### src/rtl/stat_sequencer.sv
// Sequential front end for the combinational statistics calculator: collects a
// four-sample window, issues each enabled operation one-hot, streams tagged results.
module stat_sequencer #(
  parameter logic [3:0] OP_MASK = 4'b1111
) (
  input  logic       clk,
  input  logic       rst,
  input  logic       in_valid,
  input  logic [3:0] in_data,
  output logic       in_ready,
  output logic [3:0] Numbers [1:4],
  output logic [3:0] OP,
  input  logic [7:0] Result,
  input  logic       Max,
  input  logic       Min,
  input  logic       Mean,
  input  logic       Var,
  output logic       out_valid,
  output logic [7:0] out_data,
  output logic [1:0] out_tag,
  input  logic       out_ready,
  output logic       frame_done,
  output logic       flag_err
);

  typedef enum logic [1:0] {LOAD, ISSUE, CAPTURE, SEND} state_e;

  state_e     state_q, state_d;
  logic [1:0] cnt_q, cnt_d;
  logic [1:0] op_q, op_d;
  logic       done_d;

  logic       in_ready_q, in_ready_d;
  logic       out_valid_q, out_valid_d;
  logic [3:0] op_onehot_q, op_onehot_d;
  logic       frame_done_q;
  logic [7:0] out_data_q;
  logic [1:0] out_tag_q;
  logic       flag_err_q;
  logic [3:0] numbers_q [1:4];

  logic       accept, send_hs;
  logic [3:0] en_by_tag, later_en;

  // Enables re-indexed by tag (bit 0 = max ... bit 3 = var); later_en keeps tags after op_q.
  assign en_by_tag = {OP_MASK[0], OP_MASK[1], OP_MASK[2], OP_MASK[3]};
  assign later_en  = en_by_tag & (4'b1110 << op_q);
  assign accept    = in_valid & in_ready_q;
  assign send_hs   = out_valid_q & out_ready;

  function automatic logic [1:0] lowest_tag(input logic [3:0] v);
    if (v[0]) return 2'd0;
    if (v[1]) return 2'd1;
    if (v[2]) return 2'd2;
    return 2'd3;
  endfunction

  always_ff @(posedge clk) begin
    if (rst) begin
      state_q <= LOAD;
      cnt_q   <= 2'd0;
      op_q    <= 2'd0;
    end else begin
      state_q <= state_d;
      cnt_q   <= cnt_d;
      op_q    <= op_d;
    end
  end

  always_comb begin
    // NOTE: every variable gets a default first so no path can infer a latch.
    state_d = state_q;
    cnt_d   = cnt_q;
    op_d    = op_q;
    done_d  = 1'b0;
    unique case (state_q)
      LOAD: begin
        if (accept) begin
          cnt_d = cnt_q + 2'd1;
          if (cnt_q == 2'd3) begin
            if (|en_by_tag) begin
              state_d = ISSUE;
              op_d    = lowest_tag(en_by_tag);
            end else begin
              done_d = 1'b1;
            end
          end
        end
      end
      ISSUE:   state_d = CAPTURE;
      CAPTURE: state_d = SEND;
      SEND: begin
        if (send_hs) begin
          if (|later_en) begin
            state_d = ISSUE;
            op_d    = lowest_tag(later_en);
          end else begin
            state_d = LOAD;
            done_d  = 1'b1;
          end
        end
      end
      default: state_d = LOAD;
    endcase
  end

  // Outputs are registered from the next state so they line up with state_q.
  always_comb begin
    in_ready_d  = (state_d == LOAD);
    out_valid_d = (state_d == SEND);
    op_onehot_d = (state_d == ISSUE || state_d == CAPTURE) ? (4'b1000 >> op_d) : 4'b0000;
  end

  // NOTE: sequential state uses non-blocking assignments only, so every register
  // samples pre-edge values regardless of statement order.
  always_ff @(posedge clk) begin
    if (rst) begin
      in_ready_q   <= 1'b0;
      out_valid_q  <= 1'b0;
      op_onehot_q  <= 4'b0000;
      frame_done_q <= 1'b0;
      out_data_q   <= 8'd0;
      out_tag_q    <= 2'd0;
      flag_err_q   <= 1'b0;
      // NOTE: the sample window is a visible output with a defined reset value,
      // so this small array is reset, unlike a storage memory.
      for (int i = 1; i <= 4; i++) numbers_q[i] <= 4'd0;
    end else begin
      in_ready_q   <= in_ready_d;
      out_valid_q  <= out_valid_d;
      op_onehot_q  <= op_onehot_d;
      frame_done_q <= done_d;
      if (accept) numbers_q[3'(cnt_q) + 3'd1] <= in_data;
      if (state_q == CAPTURE) begin
        out_data_q <= Result;
        out_tag_q  <= op_q;
        if ({Max, Min, Mean, Var} != op_onehot_q) flag_err_q <= 1'b1;
      end
    end
  end

  assign in_ready   = in_ready_q;
  assign Numbers    = numbers_q;
  assign OP         = op_onehot_q;
  assign out_valid  = out_valid_q;
  assign out_data   = out_data_q;
  assign out_tag    = out_tag_q;
  assign frame_done = frame_done_q;
  assign flag_err   = flag_err_q;

endmodule

### config.mk
export PLATFORM = sky130hd
export DESIGN_NAME = stat_sequencer
export DESIGN_NICKNAME = d
export VERILOG_FILES = /design/src/rtl/stat_sequencer.sv
export SDC_FILE = /design/constraint.sdc
export NUM_CORES = 1
export LEC_CHECK = 0
export BUFFER_PORTS_ARGS = -buffer_cell sky130_fd_sc_hd__buf_2
export CAP_MARGIN = 0
export CELL_PAD_IN_SITES_DETAIL_PLACEMENT = 0
export CELL_PAD_IN_SITES_GLOBAL_PLACEMENT = 1
export CORE_MARGIN = 2
export CORE_UTILIZATION = 25
export DETAILED_ROUTE_END_ITERATION = 10
export PLACE_DENSITY_LB_ADDON = 0.1
export SKIP_CTS_REPAIR_TIMING = 1
export SLEW_MARGIN = 20
export SYNTH_ARGS = -nofsm -noshare
export SYNTH_HDL_FRONTEND = slang
export SYNTH_SLANG_ARGS = --single-unit
### constraint.sdc
create_clock -name clk -period 2.6 [get_ports clk]
set_clock_uncertainty 0.2 [all_clocks]
set_input_delay 0 -clock clk [delete_from_list [all_inputs] [get_ports clk]]
set_output_delay 0 -clock clk [all_outputs]
set_load 0.1 [all_outputs]
### Yosys cells after proc, flatten, opt, wreduce, memory -nomap -nowiden

Cells that the tools add are included.

* logic and storage cells: 93
* bits in registers: 40
* output and inout port bits: 34

* equality and inequality tests: 8
* shifts and indexed selects: 2
* reduce and logical (&&, ||, !) cells: 9
* bitwise gates (word level): 6
* muxes and demuxes: 50
* $lt $le $gt $ge: 2
* $add $sub $neg: 2

Operators with widths (number)
* $mux W1: 30
* $mux W2: 15
* $bwmux W16: 1
* $demux W4 S3: 1
* $eq A2 B2 Y1 const B: 5
* $pmux W2 S4: 1
* $eq A2 B1 Y1 const B: 2
* $ge A4 B4 Y1 const B: 1
* $logic_not A2 Y1: 2
* $lt A4 B1 Y1 const B: 1
* $mux W4: 1
* $ne A4 B4 Y1: 1
* $not A3 Y4: 1
* $pmux W2 S2: 1
* $reduce_and A2 Y1: 2
* $reduce_or A4 Y1: 1
* $shl A4 B2 Y4 const A: 1
* $shr A4 B2 Y4 const A: 1
* $add A2 B1 Y3 const B: 1
* $not A1 Y1: 3
* $reduce_or A3 Y1: 1
* $add A2 B1 Y2 const B: 1
* $and A1 B1 Y1: 2
* $reduce_or A2 Y1: 1
* 2 further kinds: 2

### Longest topological paths before layout

Gate-level depths: netlist of run 1.

* depth after elaboration: 21
* mapped depth: 7
* depth with buffers taken out: 7

### Least setup slack after synthesis of run 1

No wires, ideal clock.

* path type: reg2reg
* start: register in_ready_q (netlist: in_ready)
* end: register op_onehot_q[3] (netlist: OP[3])
* arrival time: 2433 ps
* path buffers: 0
* stages on the path, launching flop included: 6
* library setup time: 117 ps
* path slack: -150 ps
* cells stage by stage: dfxtp_1 -> nand3_2 -> a221o_1 -> mux2i_1 -> ha_1 -> and4b_1

* cells in the longest elaborated chain, start to end: 7
* elaborated cells on any way between the ends: 11

Ends and longest elaborated chain
* start: declaration: line 33 `logic in_ready_q, in_ready_d;`
* start signal: assignment: line 129 `in_ready_q <= in_ready_d;`
* $and A1 B1 Y1 (*): line 48 `assign accept = in_valid & in_ready_q;`
* $mux W2: line 78 `if (accept) begin`
* $pmux W2 S4: line 76 `unique case (state_q)`
* $eq A2 B1 Y1 / $eq A2 B2 Y1 (equally long branches): line 111 `op_onehot_d = (state_d == ISSUE || state_d == CAPTURE) ? (4'b1000 >> op_d) : 4'b0000;`
* $logic_or A1 B1 Y1: line 111
* $not A1 Y1 (no source line)
* $reduce_or A2 Y1 (no source line)
* end signal: assignment: line 131 `op_onehot_q <= op_onehot_d;`
* end: declaration: line 35 `logic [3:0] op_onehot_q, op_onehot_d;`

Every way passes the cells marked *; elsewhere a longest branch is shown, timed or not.
A chain may end at the register's enable or synchronous reset.

### Worst setup path in the final report of run 1

* start: register state_q[0]
* end: register op_onehot_q[3] (netlist: OP[3])

* cells in the longest elaborated chain, start to end: 7
* elaborated cells on any way between the ends: 15

Ends and longest elaborated chain
* start: declaration: line 28 `state_e state_q, state_d;`
* start signal: assignment: line 64 `state_q <= state_d;`
* $mux W2: line 80 `if (cnt_q == 2'd3) begin`
* $mux W2: line 78
* $pmux W2 S4: line 76
* $eq A2 B1 Y1 / $eq A2 B2 Y1 (equally long branches): line 111
* $logic_or A1 B1 Y1: line 111
* $not A1 Y1 (no source line)
* $reduce_or A2 Y1 (no source line)

Several ways; a longest one is shown, not always the timed one.

==> results.md, run 1 <==
* Syn Nets at roughly 190
* CP Class: reg2reg
* Crit path DAT at between 2000 and 2500 ps
* Clock Latency Late Sink at just under 300 ps
* Crit. End Element: register
* Syn avg cell area at 10.3 µm²
* Main flop type after synthesis: dfxtp_1
* CTS Root Cell: clkbuf_8
* Max-slew violation count at 0
* Total grt overflow at 0
* CTS tree: yes
* Leakage power at between 1 and 1.5 nW
* Initial Util at 0.256
* Die Ht at 84.4 µm
* Max frequency at around 450 MHz
* Post-layout minimum cycle time at 2210 ps
* FF/Latch Area at between 800 and 900 µm²
* DR vias/cell at between 4 and 5
* Total die area at 7110 µm²
* Worst slew pin tran at between 700 and 800 ps
* Final setup fails at 0
* Largest net degree at the start of global routing at 40
* Mapped cell area at 1610 µm²
* Rows at 29
* Max Cap Viol at 0
* Most common cell after layout, fill and taps aside: buf_2
* Pwr Density at ~940 nW/µm²
* Remaining DRCs at 0
* Worst hold slack at ~50 ps
* Filler instances at 673
* Final Hold Fails at 0
* Synthesis Warnings at 0
* Multi-input gate area at 763 µm²
* Total wire length at between 3 and 4 mm
* Fin Setup TNS at 0 ps
* CP Launch Type: register
* Port bufs at between 50 and 60
* Longest Clk Path Bufs at 2
* Worst min path class: in2reg
* VDD IR max at a little under 0.3 mV
* Sequential area share after synthesis at 0.496
* Worst path cell trace: inv_1 -> ha_1 -> a311o_1 -> o21ai_0 -> ha_1 -> and4b_1
* Starting DRT DRC Count at 67
* Fraction of layout cells with a size suffix above 1 at 0.294
* Detail Placement HPWL at about 2.7 mm
* Period utilization at 0.851
* Critical Path RT at 2580 ps
* Library cells used by synthesis at 28
* Seq cells post-synth at 40
* Synth-to-Final Area Change at 38.8%
* Placer Congestion at approximately 0.8
* # diodes at 0
* Most frequent CP cell: ha_1
* Leading area contributor after synthesis: dfxtp_1
* Drt first pass iters at 4
* ANT nets after route at 0
* Total global-route track usage at 0.111
* Commonest cells after routing, fill and taps aside: buf_2, dfxtp_1, nor2_1
* Crit Path Max Fanout at 5
* Status: finished clean
* Placeable Area at 6310 µm²
* Asr flop ratio synth at 0
* Num Clock Sinks at 40
* Initial antenna violation count at 0
* WL/cell at about 12 µm
* RSZ-0062 raised after global routing: no
* CP delay by family, top: compound AO/OA/AOI/OAI gates
* Post-synth EDFFs at 0
* WP buf/inv at 1
* Vias at 1324
* H-tree depth at 2
* First-pass GRT wire length at 6.25 mm
* Worst-path clk slew at 80 ps
* Chip width at 84.4 µm
* Slew margin rel. at 0.514
* Synth top area share at 0.496
* Final Net Count at between 200 and 300
* Mapped Cells at 157
* Vias in the first global route at 1271
* CP max stage delay at 380 ps
* Inst Count DP at 284
* Fin cells at ~310
* # IOs at between 50 and 60
* Top post-synthesis cells by area: dfxtp_1, mux2i_1, nor2_1, ha_1, xnor2_1
* Slowest-stage cell, CP: dfxtp_1
* CTS Buf Count at 5
## layout make-up
type | count | area share
Multi-Input combinational cell | 104 | 0.341
Timing Repair Buffer | 71 | 0.197
Clock inverter | 2 | 0.0156
Inverter | 8 | 0.0134
Clock buffer | 6 | 0.0324
Tap cell | 77 | 0.0430
Sequential cell | 40 | 0.358
## through the flow
step,util,cell area (µm²),power [mW],setup slack (ps)
final,0.355,2240,2.10,387
after global placement,0.312,1970,1.59,471
after global routing,0.355,2240,2.23,222
after detailed placement,0.312,1970,1.60,422
after CTS,0.329,2080,2.12,386
after floorplan,-,1620,1.44,30.9
## per-layer routing
layer	GRT usage	up-vias	part of all wire	wire length, µm
met5	0	-	0	0
met4	0.0418	0	0.015	58
met3	0.0334	5	0.073	277
met2	0.172	42	0.44	1670
met1	0.147	604	0.47	1810
li1	-	673	-	-
## kinds of logic (layout without fill, tap and decap cells)
family | after synthesis | count (layout) | share of synthesized area
AO/OA/AOI/OAI | 9 | 9 | 0.0473
XOR/XNOR | 5 | 5 | 0.0271
adder cells (fa/ha/maj) | 9 | 9 | 0.0698
buffers and inverters | 13 | 87 | 0.0310
flip-flops | 40 | 40 | 0.496
multiplexers | 28 | 28 | 0.174
AND/OR/NAND/NOR | 53 | 53 | 0.155
## registers in the layout (all words and copies together), names as in the netlist
name        flops
Numbers        16
OP              4
cnt_q           2
flag_err        1
frame_done      1
in_ready        1
op_q            2
out_data        8
out_tag         2
out_valid       1
state_q         2
## Yosys cell counts (2+ instances only)
cell,number
nand3_1,6
nor2_1,33
inv_1,7
buf_1,2
nand2_1,2
xnor2_1,5
o21ai_0,2
dfxtp_1,40
nor2b_1,2
nor3_1,3
a21oi_1,2
ha_1,9
clkbuf_1,2
mux2i_1,28
## worst register-to-register path, cell delays in order (launching register included)
cell and delay (ps):
dfxtp_1 380, inv_1 100, ha_1 260, a311o_1 330, o21ai_0 300, ha_1 330
and4b_1 220
## power by group
group          internal [mW]  switching (mW)
sequential             0.685          0.0540
combinational          0.235           0.632
clock                  0.285           0.214
total                   1.20           0.900
## path summary, 6_finish.rpt
path	startpoint	cells after the start	slack, ps	end
worst max-delay path	state_q[0]	6	390	OP[3]
worst min-delay path	rst	2	50	op_q[1]
worst max register to register	state_q[0]	6	390	OP[3]
worst min register to register	out_data[7]	2	290	out_data[7]
Power figures use the tool's default switching activity.
==> run 2, diff against run 1 <==
Settings changed: REMOVE_ABC_BUFFERS set to 1.
==> results.md, run 2 (synthesis results as in run 1) <==
* Status: finished clean
* Worst min path class: in2reg
* Crit Path Max Fanout at 5 (unchanged)
* CP delay by family, top: compound AO/OA/AOI/OAI gates
* Fraction of layout cells with a size suffix above 1 at 0.294 (unchanged)
* VDD IR max at 0.451 mV (+53%)
* CTS Buf Count at 5 (unchanged)
* Starting DRT DRC Count at 47 (-30%)
* Vias at 1320 (-0.30%)
* Longest Clk Path Bufs at 2 (unchanged)
* Port bufs at 53 (unchanged)
* WL/cell at 12.3 µm (-0.73%)
* Most common cell after layout, fill and taps aside: buf_2
* Initial Util at 0.256 (unchanged)
* Total grt overflow at 0 (unchanged)
* Pwr Total at 2.00 mW (-4.9%)
* Die Ht at 84.4 µm (unchanged)
* Crit path DAT at 2180 ps (-20 ps)
* Final Net Count at 259 (unchanged)
* Leakage power at 1.10 nW (-0.67%)
* ANT nets after route at 0 (unchanged)
* Placeable Area at 6310 µm² (unchanged)
* First-pass GRT wire length at 6.06 mm (-3.1%)
* CTS Root Cell: clkbuf_8
* CTS tree: yes
* Num Clock Sinks at 40 (unchanged)
* Post-layout minimum cycle time at 2200 ps (-14.1 ps)
* Max reg flops at 16 (unchanged)
* Chip width at 84.4 µm (unchanged)
* Final Util at 0.351 (-0.00337)
* Clock Latency Late Sink at 290 ps (about the same)
* Commonest cells after routing, fill and taps aside: buf_2, dfxtp_1, nor2_1
* Critical Path RT at 2580 ps (about the same)
* Inst Count DP at 284 (unchanged)
* Slew margin rel. at 0.522 (+0.00818)
* Drt first pass iters at 4 (unchanged)
* CP Launch Type: register
* Total wire length at 3.79 mm (-0.73%)
* Worst-path clk slew at 80 ps (about the same)
* CP Class: reg2reg
* Detail Placement HPWL at 2.68 mm (-1.4%)
* WP buf/inv at 1 (unchanged)
* Worst slew pin tran at 717 ps (-12.3 ps)
* RSZ-0062 raised after global routing: no
* Vias in the first global route at 1279 (+0.63%)
* Placer Congestion at 0.670 (-16%)
* Period utilization at 0.846 (-0.00543)
* Filler instances at 687 (+2.1%)
* Max-slew violation count at 0 (unchanged)
* Initial antenna violation count at 0 (unchanged)
* Remaining DRCs at 0 (unchanged)
* Crit. End Element: register
* DR vias/cell at 4.29 (-0.30%)
* Largest net degree at the start of global routing at 40 (unchanged)
* Max Cap Viol at 0 (unchanged)
* Synth-to-Final Area Change at 37.4%
* Pwr Density at 902 nW/µm² (-4.0%)
* Worst path cell trace: inv_1 -> ha_1 -> a311o_1 -> o21ai_0 -> ha_1 -> and4b_1
* Most frequent CP cell: ha_1
* Final Hold Fails at 0 (unchanged)
* Final setup fails at 0 (unchanged)
* # IOs at 54 (unchanged)
* Fin cells at 308 (unchanged)
* Max frequency at 455 MHz (+0.64%)
* Total global-route track usage at 0.107 (-0.00458)
* Slowest-stage cell, CP: dfxtp_1
* Rows at 29 (unchanged)
* # diodes at 0 (unchanged)
* Total die area at 7110 µm² (unchanged)
* Worst hold slack at 54.8 ps (+4.60 ps)
* H-tree depth at 2 (unchanged)
* CP max stage delay at 380 ps (about the same)
[run 2: changes by cell type in the layout (fill, tap and decap cells not counted), sizes merged]
cell    before  now
bufinv       1    0
clkbuf       6    5
clkinv       1    3
[run 2: worst paths after layout]
kind / slack [ps] / cells after the start / end / start
max: 400 / 6 / OP[3] / state_q[0]
min: 50 / 2 / op_q[0] / rst
max reg2reg: 400 / 6 / OP[3] / state_q[0]
min reg2reg: 290 / 2 / flag_err / flag_err
[run 2: power breakdown]
part	total, mW	leakage [nW]	switching [mW]	internal (mW)
combinational	0.857	0.732	0.624	0.234
clock	0.407	0.0479	0.220	0.187
sequential	0.737	0.324	0.0536	0.684
total	2.00	1.10	0.897	1.10
[run 2: area by class of cell]
| class | count | area (µm²) | share of cell area |
|---|---|---|---|
| Multi-Input combinational cell | 104 | 763 | 0.344 |
| Inverter | 8 | 30.0 | 0.0135 |
| Clock inverter | 3 | 18.8 | 0.00846 |
| Tap cell | 77 | 96.3 | 0.0434 |
| Clock buffer | 5 | 68.8 | 0.0310 |
| Timing Repair Buffer | 71 | 440 | 0.199 |
| Sequential cell | 40 | 801 | 0.361 |
[run 2: worst register-to-register path, stage by stage (launching register included)]
cell,delay (ps)
dfxtp_1,380
inv_1,100
ha_1,270
a311o_1,330
o21ai_0,280
ha_1,320
and4b_1,210
[run 2: per-stage QoR]
stage | area [µm²] | setup WS (ps) | TNS [ps]
after global routing | 2220 | 167 | 0
final | 2220 | 401 | 0
after detailed placement | 1970 | 420 | 0
after floorplan | 1590 | -150 | -453
after global placement | 1970 | 498 | 0
after CTS | 2060 | 398 | 0
[run 2: metal layers]
| layer | routed length [µm] | global-route usage | vias to the layer above |
|---|---|---|---|
| met5 | 0 | 0 | - |
| met4 | 38 | 0.0433 | 0 |
| met3 | 113 | 0.0285 | 4 |
| met2 | 1880 | 0.180 | 25 |
| met1 | 1760 | 0.129 | 616 |
| li1 | - | - | 675 |
